[config.mk]
export PLATFORM = sky130hd
export DESIGN_NAME = req_arbiter_4
export DESIGN_NICKNAME = d
export VERILOG_FILES = /design/src/rtl/req_arbiter_4.sv
export SDC_FILE = /design/constraint.sdc
export NUM_CORES = 1
export LEC_CHECK = 0
export CORE_AREA = 2 2 49 51
export CTS_CLUSTER_SIZE = 40
export DETAILED_ROUTE_END_ITERATION = 10
export DIE_AREA = 0 0 51 53
export GPL_TIMING_DRIVEN = 0
export PLACE_DENSITY = 0.65
export SYNTH_ARGS = -nofsm -noshare
export SYNTH_HDL_FRONTEND = slang
export SYNTH_SLANG_ARGS = --single-unit
export TNS_END_PERCENT = 5
[constraint.sdc]
create_clock -name clk -period 2.3 [get_ports clk]
set_input_delay 0.345 -clock clk [delete_from_list [all_inputs] [get_ports clk]]
set_output_delay 0.345 -clock clk [all_outputs]
set_load 0.05 [all_outputs]
[src/rtl/req_arbiter_4.sv]
// req_arbiter_4: four-requester arbiter with registered one-hot grant, tenure hold limit; define REQ_ARB_ROUND_ROBIN_EN for rotating priority.
module req_arbiter_4 #(
  parameter int unsigned MAX_HOLD = 8
) (
  input  logic       clk,
  input  logic       rst,
  input  logic [3:0] req,
  output logic [3:0] gnt,
  output logic [1:0] gnt_id,
  output logic       gnt_vld,
  output logic       timeout
);
  typedef enum logic {IDLE, GRANT} state_t;
  localparam logic [7:0] LIM = 8'(MAX_HOLD - 1);
  state_t state;
  logic [7:0] hold_cnt;
  logic [1:0] last_id;
  logic [1:0] win;
`ifdef REQ_ARB_ROUND_ROBIN_EN
  // i=4 wraps back to last_id itself, so the previous winner is searched last
  always_comb begin
    win = 2'd0;
    for (int i = 4; i >= 1; i--)
      if (req[last_id + 2'(i)]) win = last_id + 2'(i);
  end
`else
  logic unused_last;
  assign unused_last = ^last_id;
  always_comb begin
    win = 2'd0;
    for (int i = 0; i < 4; i++)
      if (req[i]) win = 2'(i);
  end
`endif
  always_ff @(posedge clk) begin
    if (rst) begin
      state    <= IDLE;
      gnt      <= 4'd0;
      gnt_id   <= 2'd0;
      gnt_vld  <= 1'b0;
      timeout  <= 1'b0;
      hold_cnt <= 8'd0;
      last_id  <= 2'b11;
    end else begin
      timeout <= 1'b0;
      if (state == IDLE) begin
        if (|req) begin
          state    <= GRANT;
          gnt      <= 4'b0001 << win;
          gnt_id   <= win;
          gnt_vld  <= 1'b1;
          hold_cnt <= 8'd0;
          last_id  <= win;
        end
      end else if (!req[gnt_id] || (MAX_HOLD != 0 && hold_cnt == LIM)) begin
        state   <= IDLE;
        gnt     <= 4'd0;
        gnt_id  <= 2'd0;
        gnt_vld <= 1'b0;
        timeout <= req[gnt_id];
      end else begin
        hold_cnt <= hold_cnt == 8'hff ? hold_cnt : hold_cnt + 8'd1;
      end
    end
  end
endmodule

==> impl_metrics.yaml, run 1 <==
floorplanning:
  ios: 14
  start_util: 0.442
  core-area_um2: 2150
  die_x_um: 51
  rows: 17
  dieHeight_um: 53
  dieArea_um2: 2700
finish:
  diodes: 0
  synthToLayoutAreaGrowth_pct: 19.1
  fin_util: 0.527
  n_fill_cell: 217
  drive_above_1_share: 0.102
  nets: 135
power:
  ir_worst_vdd_mv: 0.329
  swShare: 0.327
  power_frac_comb: 0.248
  p_leak_nw: 0.377
  p_switching_w: 0.000209
  pwr-share-seq: 0.494
  p_clk_frac: 0.257
  internal_power_w: 0.000430
  finalPower_w: 0.000639
  power.density_nw_per_um2: 565
placed_design:
  io_buffer_count: 12
  dp_slack_ps: 69.4
  routabilityCongestion: 0.814
  hpwl_mm: 1.56
clock_tree:
  clkTransAtPathRegs_ps: 100
  clock_tree.root_cell: "clkbuf_4"
  cts_sinks: 17
  cts_hold_buf: 0
  clock_path_buffers: 2
  cts_buffers: 3
  cts_tree: "done"
  cts_setup_buffers: 0
  clkLatencyLatePin_ps: 290
  cts_resized: 0
  htree_levels: 1
setup_path:
  cp.arrival_ps: 2160
  criticalPathCategory: "input port to flip-flop"
  reg2reg_depth: 6
  worstPathRequired_ps: 2510
  critPathMaxFanout: 10
  worstSetupStartpointType: "input port"
  rr_endpoint: "hold_cnt[7]$_SDFFE_PP0P_"
  endpoint_kind: "flip-flop"
  r2r-start: "hold_cnt[0]$_SDFFE_PP0P_"
  ff2ff_setup_slack_ps: 410
routing:
  dr.first_iter.drc_count: 17
  wl_mm: 2.17
  ant_nets: 0
  route.vias.total: 907
  vias_per_cell: 5.85
  first_pass_iters: 4
  remaining_drc_errors: 0
  routedWlPerCell_um: 14.0
timing:
  fin_crit_sh: 0.847
  fin_setup_tns_ps: 0
  finalClockSkew_ps: 1.86
  grt_setup_unrepaired: "no"
  drv_slew: 0
  fin_crit_ps: 1950
  fin_ws_ps: 352
  max_freq_mhz: 513
  final_hold_viol_count: 0
  setup_viol_count_final: 0
  tightest_slew_ps: 604
  slew_headroom: 0.594
hold_path:
  hold_end: "state$_SDFF_PP0_"
  hold_path_depth: 2
  hold_start: "rst"
  hp-class: "input port to flip-flop"
yosys:
  synth_area_leader_cell: "dfxtp_1"
  yosysWarnings: 0
  ys_seq_area_frac: 0.358
  netlist_area_um2: 950
  ys_seq_elements: 17
  syn_avg_cell_area_um2: 8.56
  syn_nets: 118
  synth.most_common_cell: "dfxtp_1"
  yosysTopAreaCellShare: 0.358
  synth-edff-count: 0
  ys_types: 38
  synthArstFlopShare: 0
  synth.area.top_cells: "dfxtp_1, a21oi_1, nor4_2"
  synthFlopType: "dfxtp_1"
  synthTopCellsByCount: "dfxtp_1, a21oi_1, nor2_1, nand2_1"
  syn-instance-count: 111
global_route:
  track_usage: 0.178
  grt_overflow: 0
  grt_max_degree: 11
  grt_pass1_vias: 818
  grt_pass1_wl_mm: 3.66
  antenna_found_initial: 0
run:
  cap_viol_max_count: 0
status:
  status: "complete, no violations"
[routing by layer]
layer	track usage	wire length, µm
met3	0.0254	38
met4	0.0676	26
met1	0.227	1060
met2	0.303	1040
met5	0	0
[cell type report]
class                   count  area (µm²)  area share
multi-input cells          83         562       0.497
flip-flops and latches     17         340       0.301
repair buffers             12         120       0.106
inverters                   4        15.0      0.0133
plain buffers               7        32.5      0.0288
well taps                  28        35.0      0.0310
clock buffers               4        26.3      0.0232
[worst max-delay path, cell delays in order]
cell             delay, ps
clkdlybuf4s50_1        530
mux4_2                 610
o41ai_2                100
buf_4                  250
nor2_1                  80
a221oi_2               240
[cell families after synthesis]
logic type,after synthesis,synth area share
AND/OR/NAND/NOR,39,0.241
AO/OA/AOI/OAI,40,0.294
buffers and inverters,11,0.0501
flip-flops,17,0.358
adder cells (fa/ha/maj),1,0.0132
multiplexers,2,0.0343
XOR/XNOR,1,0.00922
[metrics by stage]
stage | area [µm²] | hold slack [ps] | instances
3_3_place_gp | 1100 | 495 | 151
2_1_floorplan | 950 | 484 | 111
3_5_place_dp | 1100 | 510 | 151
4_1_cts | 1130 | 475 | 155
5_1_grt | 1130 | 489 | 155
6_report | 1130 | 457 | 155
[sequential cells by signal (all words and copies together), names as in the netlist]
register	flops
gnt_id	2
hold_cnt	8
gnt	4
timeout	1
state	1
gnt_vld	1
[power groups by stage]
stage | clock network [W] | registers, W | logic (W)
floorplan | 0 | 0.000350 | 0.0000810
finish | 0.000164 | 0.000316 | 0.000159
global placement | 0 | 0.000322 | 0.000158
global route | 0.000180 | 0.000317 | 0.000172
detailed placement | 0 | 0.000323 | 0.000158
CTS | 0.000170 | 0.000316 | 0.000159
[cells in the final DEF, fill, tap and decap left out, types with 2 or more instances in the layout]
cell type,count
dfxtp_1,17
clkbuf_1,4
clkdlybuf4s50_1,12
o21a_1,5
nand4_1,3
or4_1,2
o211ai_1,3
nand3_1,3
nor4_2,3
a21oi_1,12
a31oi_1,5
nand4b_1,2
nand2_1,7
o21ai_0,5
nor2_1,8
or3_1,2
and3_1,3
nor3_1,2
inv_1,4
clkbuf_4,3
buf_2,2
o21ai_1,2
[worst max-delay path by stage]
| stage | from | end | slack [ps] | cells after the start |
|---|---|---|---|---|
| final | req[3] | hold_cnt[7]$_SDFFE_PP0P_ | 350 | 6 |
| after global routing | hold_cnt[0]$_SDFFE_PP0P_ | hold_cnt[3]$_SDFFE_PP0P_ | 240 | 6 |
| after CTS | req[3] | hold_cnt[7]$_SDFFE_PP0P_ | 370 | 6 |
| after detailed placement | req[3] | hold_cnt[7]$_SDFFE_PP0P_ | 70 | 6 |
| after global placement | req[3] | hold_cnt[7]$_SDFFE_PP0P_ | 80 | 6 |
| after floorplan | gnt_id[1]$_SDFFE_PP0P_ | hold_cnt[7]$_SDFFE_PP0P_ | 360 | 5 |
(Power assumes the default switching activity.)
==> inputs of run 2 (changes only) <==
Clock period 2.3 ns to 1.81 ns, I/O delays scaled along.
==> run 2 against run 1 <==
Die area is the same. Clock skew grew 10 ps. Count of clock-buffer cells in the layout is the same. Sequential power grew 28%. Sequential share of layout area shrank 1.8 points. Flip-flop and latch count is the same. Global-route usage grew 1.0 points. Design area grew 7.9%. Routed wire length grew 8.3%. Hold slack lost 81 ps. Register-to-register slack lost 350 ps. Utilization grew 4.1 points. Largest cell class unchanged. Highest routed layer unchanged.
==> impl_metrics.yaml, run 2 (synthesis gave the netlist of run 1 again) <==
setup_path:
  criticalPathCategory: "flip-flop to output port"
  worstPathRequired_ps: 1540
  crit_path_cell_trace: "clkdlybuf4s50_1"
  endpoint_kind: "output port"
  critPathMaxFanout: 3
  cp.arrival_ps: 1510
  worstSetupStartpointType: "flip-flop"
  critPathSlowestCell: "clkdlybuf4s50_1"
  path_delay_family: "buffers and inverters"
  ff2ff_setup_slack_ps: 60
  max_stage_delay_ps: 820
  crit_buf_inv: 1
finish:
  diodes: 0
  nets: 137
  n_fill_cell: 205
  largest_register_ffs: 8
  multi_input_area_um2: 617
  layout_commonest_cell: "dfxtp_1"
  drive_above_1_share: 0.171
  reg.largest.list: "hold_cnt: 8 flops, gnt: 4 flops, gnt_id: 2 flops"
  layout_common_cells: "dfxtp_1, a21oi_1, nor2_1, clkdlybuf4s50_1, nand2_1"
  synthToLayoutAreaGrowth_pct: 28.5
  seq_area_um2: 345
  finalInstanceArea_um2: 1220
  fin_util: 0.568
  top_register: "hold_cnt"
timing:
  max_freq_mhz: 562
  drv_slew: 0
  grt_setup_unrepaired: "yes"
  slew_headroom: 0.669
  setup_viol_count_final: 0
  finalClockSkew_ps: 12.0
  hold_ws_ps: 375
  tightest_slew_ps: 495
  final_hold_viol_count: 0
  fin_crit_ps: 1780
  fin_ws_ps: 29.1
  fin_setup_tns_ps: 0
  fin_crit_sh: 0.984
floorplanning:
  dieHeight_um: 53
  die_x_um: 51
  dieArea_um2: 2700
  core-area_um2: 2150
  start_util: 0.442
  rows: 17
  ios: 14
placed_design:
  dp_slack_ps: -352
  routabilityCongestion: 0.817
  dpl_cell_area_um2: 1110
  hpwl_mm: 1.57
  io_buffer_count: 12
routing:
  dr.first_iter.drc_count: 8
  first_pass_iters: 4
  wl_mm: 2.35
  remaining_drc_errors: 0
  ant_nets: 0
  routedWlPerCell_um: 15.0
  vias_per_cell: 5.74
  route.vias.total: 901
run:
  cap_viol_max_count: 0
global_route:
  grt_pass1_vias: 821
  grt_pass1_wl_mm: 3.75
  grt_overflow: 0
  grt_max_degree: 11
  antenna_found_initial: 0
  track_usage: 0.189
hold_path:
  hp-class: "input port to flip-flop"
clock_tree:
  cts_hold_buf: 0
  cts_sinks: 17
  clock_tree.root_cell: "clkbuf_4"
  clock_path_buffers: 2
  htree_levels: 1
  cts_tree: "done"
  clkLatencyLatePin_ps: 310
  cts_buffers: 3
  clkTransAtPathRegs_ps: 110
status:
  status: "complete, no violations"
power:
  p_leak_nw: 0.428
  power.density_nw_per_um2: 697
  ir_worst_vdd_mv: 0.456
run 2: path summary, 6_finish.rpt:
check / cells after the start / from / end
setup / recovery: 1 / gnt_id[0]$_SDFFE_PP0P_ / gnt_id[0]
hold / removal: 2 / rst / hold_cnt[5]$_SDFFE_PP0P_
setup reg to reg: 5 / hold_cnt[7]$_SDFFE_PP0P_ / hold_cnt[7]$_SDFFE_PP0P_
hold reg to reg: 2 / hold_cnt[1]$_SDFFE_PP0P_ / hold_cnt[1]$_SDFFE_PP0P_
run 2: final cells by class:
type	instances	share of cell area
plain buffers	7	0.0297
clock buffers	4	0.0215
repair buffers	14	0.119
multi-input cells	83	0.506
well taps	28	0.0287
inverters	4	0.0123
flip-flops and latches	17	0.283
run 2: timing repair:
action / 4_1_cts / 5_1_grt
pin swaps: 1 / 2
setup buffers: 1 / 0
cloned: 0 / 1
endpoints found under the setup margin: 10 / 14
gates resized for setup: 5 / 11
run 2: report_power, final:
part | internal, W | total [W] | switching, W
clock network | 0.0000862 | 0.000220 | 0.000134
registers | 0.000391 | 0.000403 | 0.0000123
logic | 0.0000839 | 0.000226 | 0.000142
total | 0.000561 | 0.000850 | 0.000289
run 2: metal layers:
layer,wire length [µm],up-vias,global-route usage
li1,-,462,-
met1,1160,418,0.247
met2,1100,16,0.303
met3,52,5,0.0254
met4,41,0,0.0946
met5,0,-,0
run 2: worst reg2reg max path: stages (launching register included):
cell,delay (ps)
dfxtp_1,320
clkbuf_1,350
nand4_1,250
o2bb2ai_4,320
o211ai_1,170
a221oi_2,280
run 2: metrics by stage:
step	power (W)	std cells
3_5_place_dp	0.000612	151
5_1_grt	0.000880	157
3_3_place_gp	0.000610	151
4_1_cts	0.000838	156
2_1_floorplan	0.000548	111
6_report	0.000850	157
